`config.mk`:
```
export PLATFORM = sky130hd
export DESIGN_NAME = stack_host_ctrl_flat
export DESIGN_NICKNAME = d
export VERILOG_FILES = /design/src/rtl/stack_host_ctrl_if.sv /design/src/rtl/stack_host_ctrl.sv /design/src/flat_wrapper.sv
export SDC_FILE = /design/constraint.sdc
export NUM_CORES = 1
export LEC_CHECK = 0
export ABC_AREA = 1
export CORE_UTILIZATION = 44
export DETAILED_ROUTE_END_ITERATION = 16
export GPL_TIMING_DRIVEN = 0
export MAX_ROUTING_LAYER = met4
export PLACE_DENSITY_LB_ADDON = 0.2
export SYNTH_ARGS = -nofsm -noshare
export SYNTH_HDL_FRONTEND = slang
export SYNTH_SLANG_ARGS = --single-unit
```
`constraint.sdc`:
```
create_clock -name clk -period 1.95 [get_ports clk]
set_input_delay 0.39 -clock clk [delete_from_list [all_inputs] [get_ports clk]]
set_output_delay 0.39 -clock clk [all_outputs]
set_load 0.01 [all_outputs]
```
`src/rtl/stack_host_ctrl_if.sv`:
```
`default_nettype none
// ============================================================================
// Module      : stack_host_ctrl_if
// Description : Host command/response and stack-device bus signals for
//               stack_host_ctrl.
// Revision    : 1.0 - initial release
// ============================================================================
interface stack_host_ctrl_if;
  logic       cmd_valid;
  logic       cmd_ready;
  logic       cmd_op;
  logic [7:0] cmd_data;
  logic       rsp_valid;
  logic       rsp_ready;
  logic [7:0] rsp_data;
  logic [1:0] rsp_err;
  logic       stk_push;
  logic       stk_pop;
  logic [7:0] stk_data_out;
  logic       stk_data_oe;
  logic [7:0] stk_data_in;
  logic       stk_done;
  logic       stk_empty;
  logic       stk_full;

  modport slave (
    input  cmd_valid, cmd_op, cmd_data, rsp_ready,
    input  stk_data_in, stk_done, stk_empty, stk_full,
    output cmd_ready, rsp_valid, rsp_data, rsp_err,
    output stk_push, stk_pop, stk_data_out, stk_data_oe
  );

  modport master (
    output cmd_valid, cmd_op, cmd_data, rsp_ready,
    output stk_data_in, stk_done, stk_empty, stk_full,
    input  cmd_ready, rsp_valid, rsp_data, rsp_err,
    input  stk_push, stk_pop, stk_data_out, stk_data_oe
  );
endinterface
`default_nettype wire

```
`src/rtl/stack_host_ctrl.sv`:
```
`default_nettype none
// ============================================================================
// Module      : stack_host_ctrl
// Description : Host-to-stack-device command sequencer (push/pop handshake).
//               Optional macro STACK_HOST_TIMEOUT_EN adds a device timeout.
// Revision    : 1.0 - initial release
// ============================================================================
module stack_host_ctrl #(
  parameter int TIMEOUT_CYCLES = 16
) (
  input  wire logic          clk,
  input  wire logic          rst_n,
  stack_host_ctrl_if.slave   bus
);

  typedef enum logic [1:0] {
    ST_IDLE      = 2'd0,
    ST_REQ       = 2'd1,
    ST_WAIT_DONE = 2'd2,
    ST_RESP      = 2'd3
  } state_t;

  localparam logic [1:0] c_ERR_OK        = 2'b00;
  localparam logic [1:0] c_ERR_OVERFLOW  = 2'b01;
  localparam logic [1:0] c_ERR_UNDERFLOW = 2'b10;

  if (TIMEOUT_CYCLES < 1 || TIMEOUT_CYCLES > 255) begin : g_bad_timeout
    $error("TIMEOUT_CYCLES must be in 1..255");
  end

  state_t     r_state;
  state_t     w_state_nxt;
  logic       r_done_s1, r_done_s2;
  logic       r_empty_s1, r_empty_s2;
  logic       r_full_s1, r_full_s2;
  logic       r_op;
  logic [7:0] r_data;
  logic [7:0] r_rsp_data;
  logic [1:0] r_rsp_err;
  logic       w_load_cmd;
  logic       w_rsp_load;
  logic [7:0] w_rsp_data_nxt;
  logic [1:0] w_rsp_err_nxt;
  logic       w_drive_bus;

`ifdef STACK_HOST_TIMEOUT_EN
  localparam logic [1:0] c_ERR_TIMEOUT = 2'b11;
  localparam logic [7:0] c_TO_LIMIT    = 8'(TIMEOUT_CYCLES - 1);

  logic [7:0] r_to_cnt;
  logic       w_to_hit;

  // Counter holds k after the k-th edge spent in REQ/WAIT_DONE, so the abort
  // lands exactly TIMEOUT_CYCLES edges after REQ entry.
  assign w_to_hit = (r_to_cnt >= c_TO_LIMIT);

  always_ff @(posedge clk or negedge rst_n) begin
    if (!rst_n) begin
      r_to_cnt <= 8'd0;
    end else if (r_state == ST_IDLE && w_state_nxt == ST_REQ) begin
      r_to_cnt <= 8'd0;
    end else if ((r_state == ST_REQ || r_state == ST_WAIT_DONE) && r_to_cnt != 8'hFF) begin
      r_to_cnt <= r_to_cnt + 8'd1;
    end
  end
`endif

  always_ff @(posedge clk or negedge rst_n) begin
    if (!rst_n) begin
      r_done_s1  <= 1'b0;
      r_done_s2  <= 1'b0;
      r_empty_s1 <= 1'b0;
      r_empty_s2 <= 1'b0;
      r_full_s1  <= 1'b0;
      r_full_s2  <= 1'b0;
    end else begin
      r_done_s1  <= bus.stk_done;
      r_done_s2  <= r_done_s1;
      r_empty_s1 <= bus.stk_empty;
      r_empty_s2 <= r_empty_s1;
      r_full_s1  <= bus.stk_full;
      r_full_s2  <= r_full_s1;
    end
  end

  always_ff @(posedge clk or negedge rst_n) begin
    if (!rst_n) begin
      r_state    <= ST_IDLE;
      r_op       <= 1'b0;
      r_data     <= 8'd0;
      r_rsp_data <= 8'd0;
      r_rsp_err  <= c_ERR_OK;
    end else begin
      r_state <= w_state_nxt;
      if (w_load_cmd) begin
        r_op   <= bus.cmd_op;
        r_data <= bus.cmd_data;
      end
      if (w_rsp_load) begin
        r_rsp_data <= w_rsp_data_nxt;
        r_rsp_err  <= w_rsp_err_nxt;
      end
    end
  end

  always_comb begin
    w_state_nxt    = r_state;
    w_load_cmd     = 1'b0;
    w_rsp_load     = 1'b0;
    w_rsp_data_nxt = 8'd0;
    w_rsp_err_nxt  = c_ERR_OK;
    case (r_state)
      ST_IDLE: begin
        if (bus.cmd_valid) begin
          w_load_cmd = 1'b1;
          if (bus.cmd_op && r_full_s2) begin
            w_state_nxt   = ST_RESP;
            w_rsp_load    = 1'b1;
            w_rsp_err_nxt = c_ERR_OVERFLOW;
          end else if (!bus.cmd_op && r_empty_s2) begin
            w_state_nxt   = ST_RESP;
            w_rsp_load    = 1'b1;
            w_rsp_err_nxt = c_ERR_UNDERFLOW;
          end else begin
            w_state_nxt = ST_REQ;
          end
        end
      end
      ST_REQ: begin
`ifdef STACK_HOST_TIMEOUT_EN
        if (w_to_hit) begin
          w_state_nxt   = ST_RESP;
          w_rsp_load    = 1'b1;
          w_rsp_err_nxt = c_ERR_TIMEOUT;
        end else
`endif
        if (!r_done_s2) begin
          w_state_nxt = ST_WAIT_DONE;
        end
      end
      ST_WAIT_DONE: begin
        // A completion seen on the same edge as the timeout still wins.
        if (r_done_s2) begin
          w_state_nxt    = ST_RESP;
          w_rsp_load     = 1'b1;
          w_rsp_data_nxt = r_op ? 8'd0 : bus.stk_data_in;
        end
`ifdef STACK_HOST_TIMEOUT_EN
        else if (w_to_hit) begin
          w_state_nxt   = ST_RESP;
          w_rsp_load    = 1'b1;
          w_rsp_err_nxt = c_ERR_TIMEOUT;
        end
`endif
      end
      ST_RESP: begin
        if (bus.rsp_ready) begin
          w_state_nxt = ST_IDLE;
        end
      end
      default: w_state_nxt = ST_IDLE;
    endcase
  end

  assign w_drive_bus      = r_op && (r_state == ST_REQ || r_state == ST_WAIT_DONE);
  assign bus.cmd_ready    = (r_state == ST_IDLE);
  assign bus.rsp_valid    = (r_state == ST_RESP);
  assign bus.rsp_data     = r_rsp_data;
  assign bus.rsp_err      = r_rsp_err;
  assign bus.stk_push     = (r_state == ST_REQ) && r_op;
  assign bus.stk_pop      = (r_state == ST_REQ) && !r_op;
  assign bus.stk_data_oe  = w_drive_bus;
  assign bus.stk_data_out = w_drive_bus ? r_data : 8'd0;

endmodule
`default_nettype wire
```
`src/flat_wrapper.sv`:
```
// flat-port wrapper written by rule: the top's interface ports become plain ports
module stack_host_ctrl_flat 
#(
  parameter int TIMEOUT_CYCLES = 16
)
  (clk, rst_n, bus_cmd_valid, bus_cmd_op, bus_cmd_data, bus_rsp_ready, bus_stk_data_in, bus_stk_done, bus_stk_empty, bus_stk_full, bus_cmd_ready, bus_rsp_valid, bus_rsp_data, bus_rsp_err, bus_stk_push, bus_stk_pop, bus_stk_data_out, bus_stk_data_oe);
  stack_host_ctrl_if bus_i ();
  input  wire logic clk;
  input  wire logic rst_n;
  input wire logic [$bits(bus_i.cmd_valid)-1:0] bus_cmd_valid;
  input wire logic [$bits(bus_i.cmd_op)-1:0] bus_cmd_op;
  input wire logic [$bits(bus_i.cmd_data)-1:0] bus_cmd_data;
  input wire logic [$bits(bus_i.rsp_ready)-1:0] bus_rsp_ready;
  input wire logic [$bits(bus_i.stk_data_in)-1:0] bus_stk_data_in;
  input wire logic [$bits(bus_i.stk_done)-1:0] bus_stk_done;
  input wire logic [$bits(bus_i.stk_empty)-1:0] bus_stk_empty;
  input wire logic [$bits(bus_i.stk_full)-1:0] bus_stk_full;
  output wire logic [$bits(bus_i.cmd_ready)-1:0] bus_cmd_ready;
  output wire logic [$bits(bus_i.rsp_valid)-1:0] bus_rsp_valid;
  output wire logic [$bits(bus_i.rsp_data)-1:0] bus_rsp_data;
  output wire logic [$bits(bus_i.rsp_err)-1:0] bus_rsp_err;
  output wire logic [$bits(bus_i.stk_push)-1:0] bus_stk_push;
  output wire logic [$bits(bus_i.stk_pop)-1:0] bus_stk_pop;
  output wire logic [$bits(bus_i.stk_data_out)-1:0] bus_stk_data_out;
  output wire logic [$bits(bus_i.stk_data_oe)-1:0] bus_stk_data_oe;
  assign bus_i.cmd_valid = bus_cmd_valid;
  assign bus_i.cmd_op = bus_cmd_op;
  assign bus_i.cmd_data = bus_cmd_data;
  assign bus_i.rsp_ready = bus_rsp_ready;
  assign bus_i.stk_data_in = bus_stk_data_in;
  assign bus_i.stk_done = bus_stk_done;
  assign bus_i.stk_empty = bus_stk_empty;
  assign bus_i.stk_full = bus_stk_full;
  assign bus_cmd_ready = bus_i.cmd_ready;
  assign bus_rsp_valid = bus_i.rsp_valid;
  assign bus_rsp_data = bus_i.rsp_data;
  assign bus_rsp_err = bus_i.rsp_err;
  assign bus_stk_push = bus_i.stk_push;
  assign bus_stk_pop = bus_i.stk_pop;
  assign bus_stk_data_out = bus_i.stk_data_out;
  assign bus_stk_data_oe = bus_i.stk_data_oe;
  stack_host_ctrl #(.TIMEOUT_CYCLES(TIMEOUT_CYCLES)) u_core (.clk(clk), .rst_n(rst_n), .bus(bus_i));
endmodule
```
==> impl_metrics.yaml <==
cts:
  cts_max_level: 1
  cts_made_buffers: 3
  hold_buffers: 0
  cts_tree: "built"
  clock_latency_ns: 0.33
  clk_pin_slew_worst_paths_ns: 0.13
  clkSinkCount: 27
  cts_buffer_depth: 2
  cts_root_buffer: "clkbuf_4"
timing:
  rsz0062_at_grt: "no"
  finalSetupViolCount: 0
  final_hold_viol_count: 0
  finalCritPeriodShare: 0.954
  finalWorstSetupSlack_ns: 0.0891
  fin_crit_ns: 1.86
  slew_violations: 0
  max_freq_mhz: 537
  slew_headroom: 0.223
  skew_ns: 0.00801
  worst_pin_slew_ns: 1.16
yosys:
  seq_area_frac_synth: 0.514
  syn-num-nets: 184
  netlist_instances: 154
  ys_warn_count: 0
  ys_ff_latch: 27
  synth_mux_area_frac: 0
  synth_top_family_by_area: "simple AND/OR/NAND/NOR gates"
  synth-xor-area-share: 0
  avgSynthCellArea_um2: 8.54
  synthSimpleGateAreaFrac: 0.300
  synth_fa_ha_area_frac: 0.0571
  syn_area_um2: 1320
  synth_compound_area_frac: 0.0457
  yosysUniqueCellTypes: 18
power_and_ir_drop:
  p_per_area_nw_per_um2: 1320
  switching_share: 0.410
  p_leak_uw: 0.000959
  p_comb_frac: 0.555
  p_int_uw: 1440
  clockPowerShare: 0.098
  p_sw_uw: 1000
  power_frac_seq: 0.346
  peakVddDrop_v: 0.000648
global_routing:
  antenna_found_initial: 0
  grt_overflow: 0
  grt_pass1_wl_mm: 4.59
  grt_max_degree: 28
  grt_use_total: 0.193
  grt_pass1_vias: 1081
floorplanning:
  pin_count: 47
  die_x_um: 56.7
  core_area_um2: 2810
  num_rows: 19
  dieHeight_um: 56.7
  initial_core_util: 0.469
  die_area_um2: 3210
run:
  cap_violations: 0
place:
  dp_cells: 231
  hpwl_mm: 2.08
  io_buffers: 46
  gp_congestion: 0.797
  dp_slack_ns: -0.132
route:
  routed_wl_mm: 2.80
  vias_per_cell: 4.91
  num_vias: 1169
  drcViolationCount: 2
  dr.pass1.iters: 10
  ant_nets: 0
  routedWlPerCell_um: 11.8
  first_iter_violations: 31
finish:
  layout-drive-gt1-share: 0.159
  fin_cells: 238
  diodes: 0
  fin_nets: 238
  fin_util: 0.659
  area_growth_pct: 40.5
worst_setup_path:
  crit_type: "reg2out"
  arrival_ns: 1.47
  cp_max_fo: 3
  start_kind: "register"
  cp.required_ns: 1.56
  cp-end-kind: "primary output"
hold_path:
  hold_path.class: "reg2reg"
outcome:
  status: "complete, but fails checks"
  violations: "design-rule violations"
## cell families (layout without fill, tap and decap cells)
family,after synthesis,count (layout)
AND/OR/NAND/NOR,85,85
AO/OA/AOI/OAI,12,12
buffers and inverters,24,77
flip-flops,27,27
adder cells (fa/ha/maj),6,6
## cells in the mapped netlist
| cell type | instances | area, um2 |
|---|---|---|
| nand2_2 | 5 | 31.3 |
| inv_2 | 1 | 3.75 |
| dfrtp_1 | 27 | 676 |
| nor2_1 | 20 | 75.1 |
| buf_6 | 1 | 11.3 |
| nand4_1 | 1 | 6.26 |
| buf_2 | 1 | 5.00 |
| ha_1 | 6 | 75.1 |
| nand3_4 | 1 | 17.5 |
| inv_1 | 19 | 71.3 |
| o21ai_0 | 12 | 60.1 |
| clkbuf_1 | 1 | 3.75 |
| nand3_1 | 8 | 40.0 |
| nand2_8 | 1 | 20.0 |
| or2_2 | 2 | 12.5 |
| nand2_4 | 2 | 22.5 |
| buf_8 | 1 | 15.0 |
| nand2_1 | 45 | 169 |
## through the flow
step	total power, uW	instance area (um2)	hold slack (ns)	TNS (ns)
detailed placement	2130	1810	0.336	-1.03
global route	2630	1850	0.375	0
floorplan	1580	1320	0.0944	0
finish	2440	1850	0.365	0
CTS	2420	1860	0.368	0
global placement	2080	1810	0.332	-0.756
## critical path, cell delays in order (launching register included)
cell and delay [ns]:
dfrtp_1 0.43, buf_4 0.16, ha_1 0.21, nand2_1 0.06, inv_1 0.04, dlygate4sd2_1 0.27
## power groups by stage
| stage | logic, uW | clock network (uW) | registers, uW |
|---|---|---|---|
| final | 1360 | 240 | 846 |
| after global routing | 1480 | 275 | 873 |
| after CTS | 1320 | 252 | 840 |
| after detailed placement | 1280 | 0 | 858 |
| after global placement | 1230 | 0 | 850 |
| after floorplan | 707 | 0 | 875 |
## sequential cells by signal, indices dropped and copies added, names as in the netlist
register,flops
u_core.bus.rsp_err,2
u_core.r_full_s2,1
u_core.r_data,8
u_core.r_full_s1,1
u_core.r_done_s1,1
u_core.r_state,2
u_core.r_op,1
u_core.r_done_s2,1
u_core.r_empty_s1,1
u_core.r_empty_s2,1
u_core.bus.rsp_data,8
## path summary, 6_finish.rpt
| kind | from | slack (ns) | to | depth (start not counted) |
|---|---|---|---|---|
| max in group asynchronous | rst_n | 0.59 | u_core.r_empty_s2 | 1 |
| min reg2reg | u_core.r_full_s1 | 0.36 | u_core.r_full_s2 | 0 |
| max reg2reg | u_core.r_state[0] | 0.37 | u_core.bus.rsp_err[0] | 8 |
| min in group asynchronous | rst_n | 0.66 | u_core.bus.rsp_data[4] | 1 |
| max | u_core.r_state[0] | 0.09 | bus_stk_push | 5 |
| min | u_core.r_full_s1 | 0.36 | u_core.r_full_s2 | 0 |
## per-layer routing
layer | GRT usage | vias up | routed length (um)
met2 | 0.318 | 32 | 1440
met3 | 0.0276 | 6 | 124
met5 | - | - | 0
met1 | 0.238 | 558 | 1180
li1 | - | 573 | -
met4 | 0.0821 | 0 | 54
## placed cells by master, fill, tap and decap left out, types with 3 or more instances in the layout
cell type and instances:
clkbuf_4 3, nand2_2 5, inv_1 17, clkbuf_2 8, nand2_1 44, o21ai_0 12
dlygate4sd2_1 3, inv_2 3, nor2_1 20, buf_4 3, ha_1 5, nand3_1 8
clkdlybuf4s50_1 33, dfrtp_1 27
## layout make-up
cell class,instances,area (um2)
inverters,20,75.1
flip-flops and latches,27,676
repair buffers,49,439
fillers,242,957
clock buffers,4,26.3
well taps,31,38.8
plain buffers,4,35.0
multi-input cells,103,558
## what timing repair did
| item | CTS | global route |
|---|---|---|
| setup endpoints to repair | 12 | 10 |
| gates resized for setup | 22 | 15 |
| setup buffers | 2 | 1 |
Note: power is estimated with default switching activity, not from simulation.
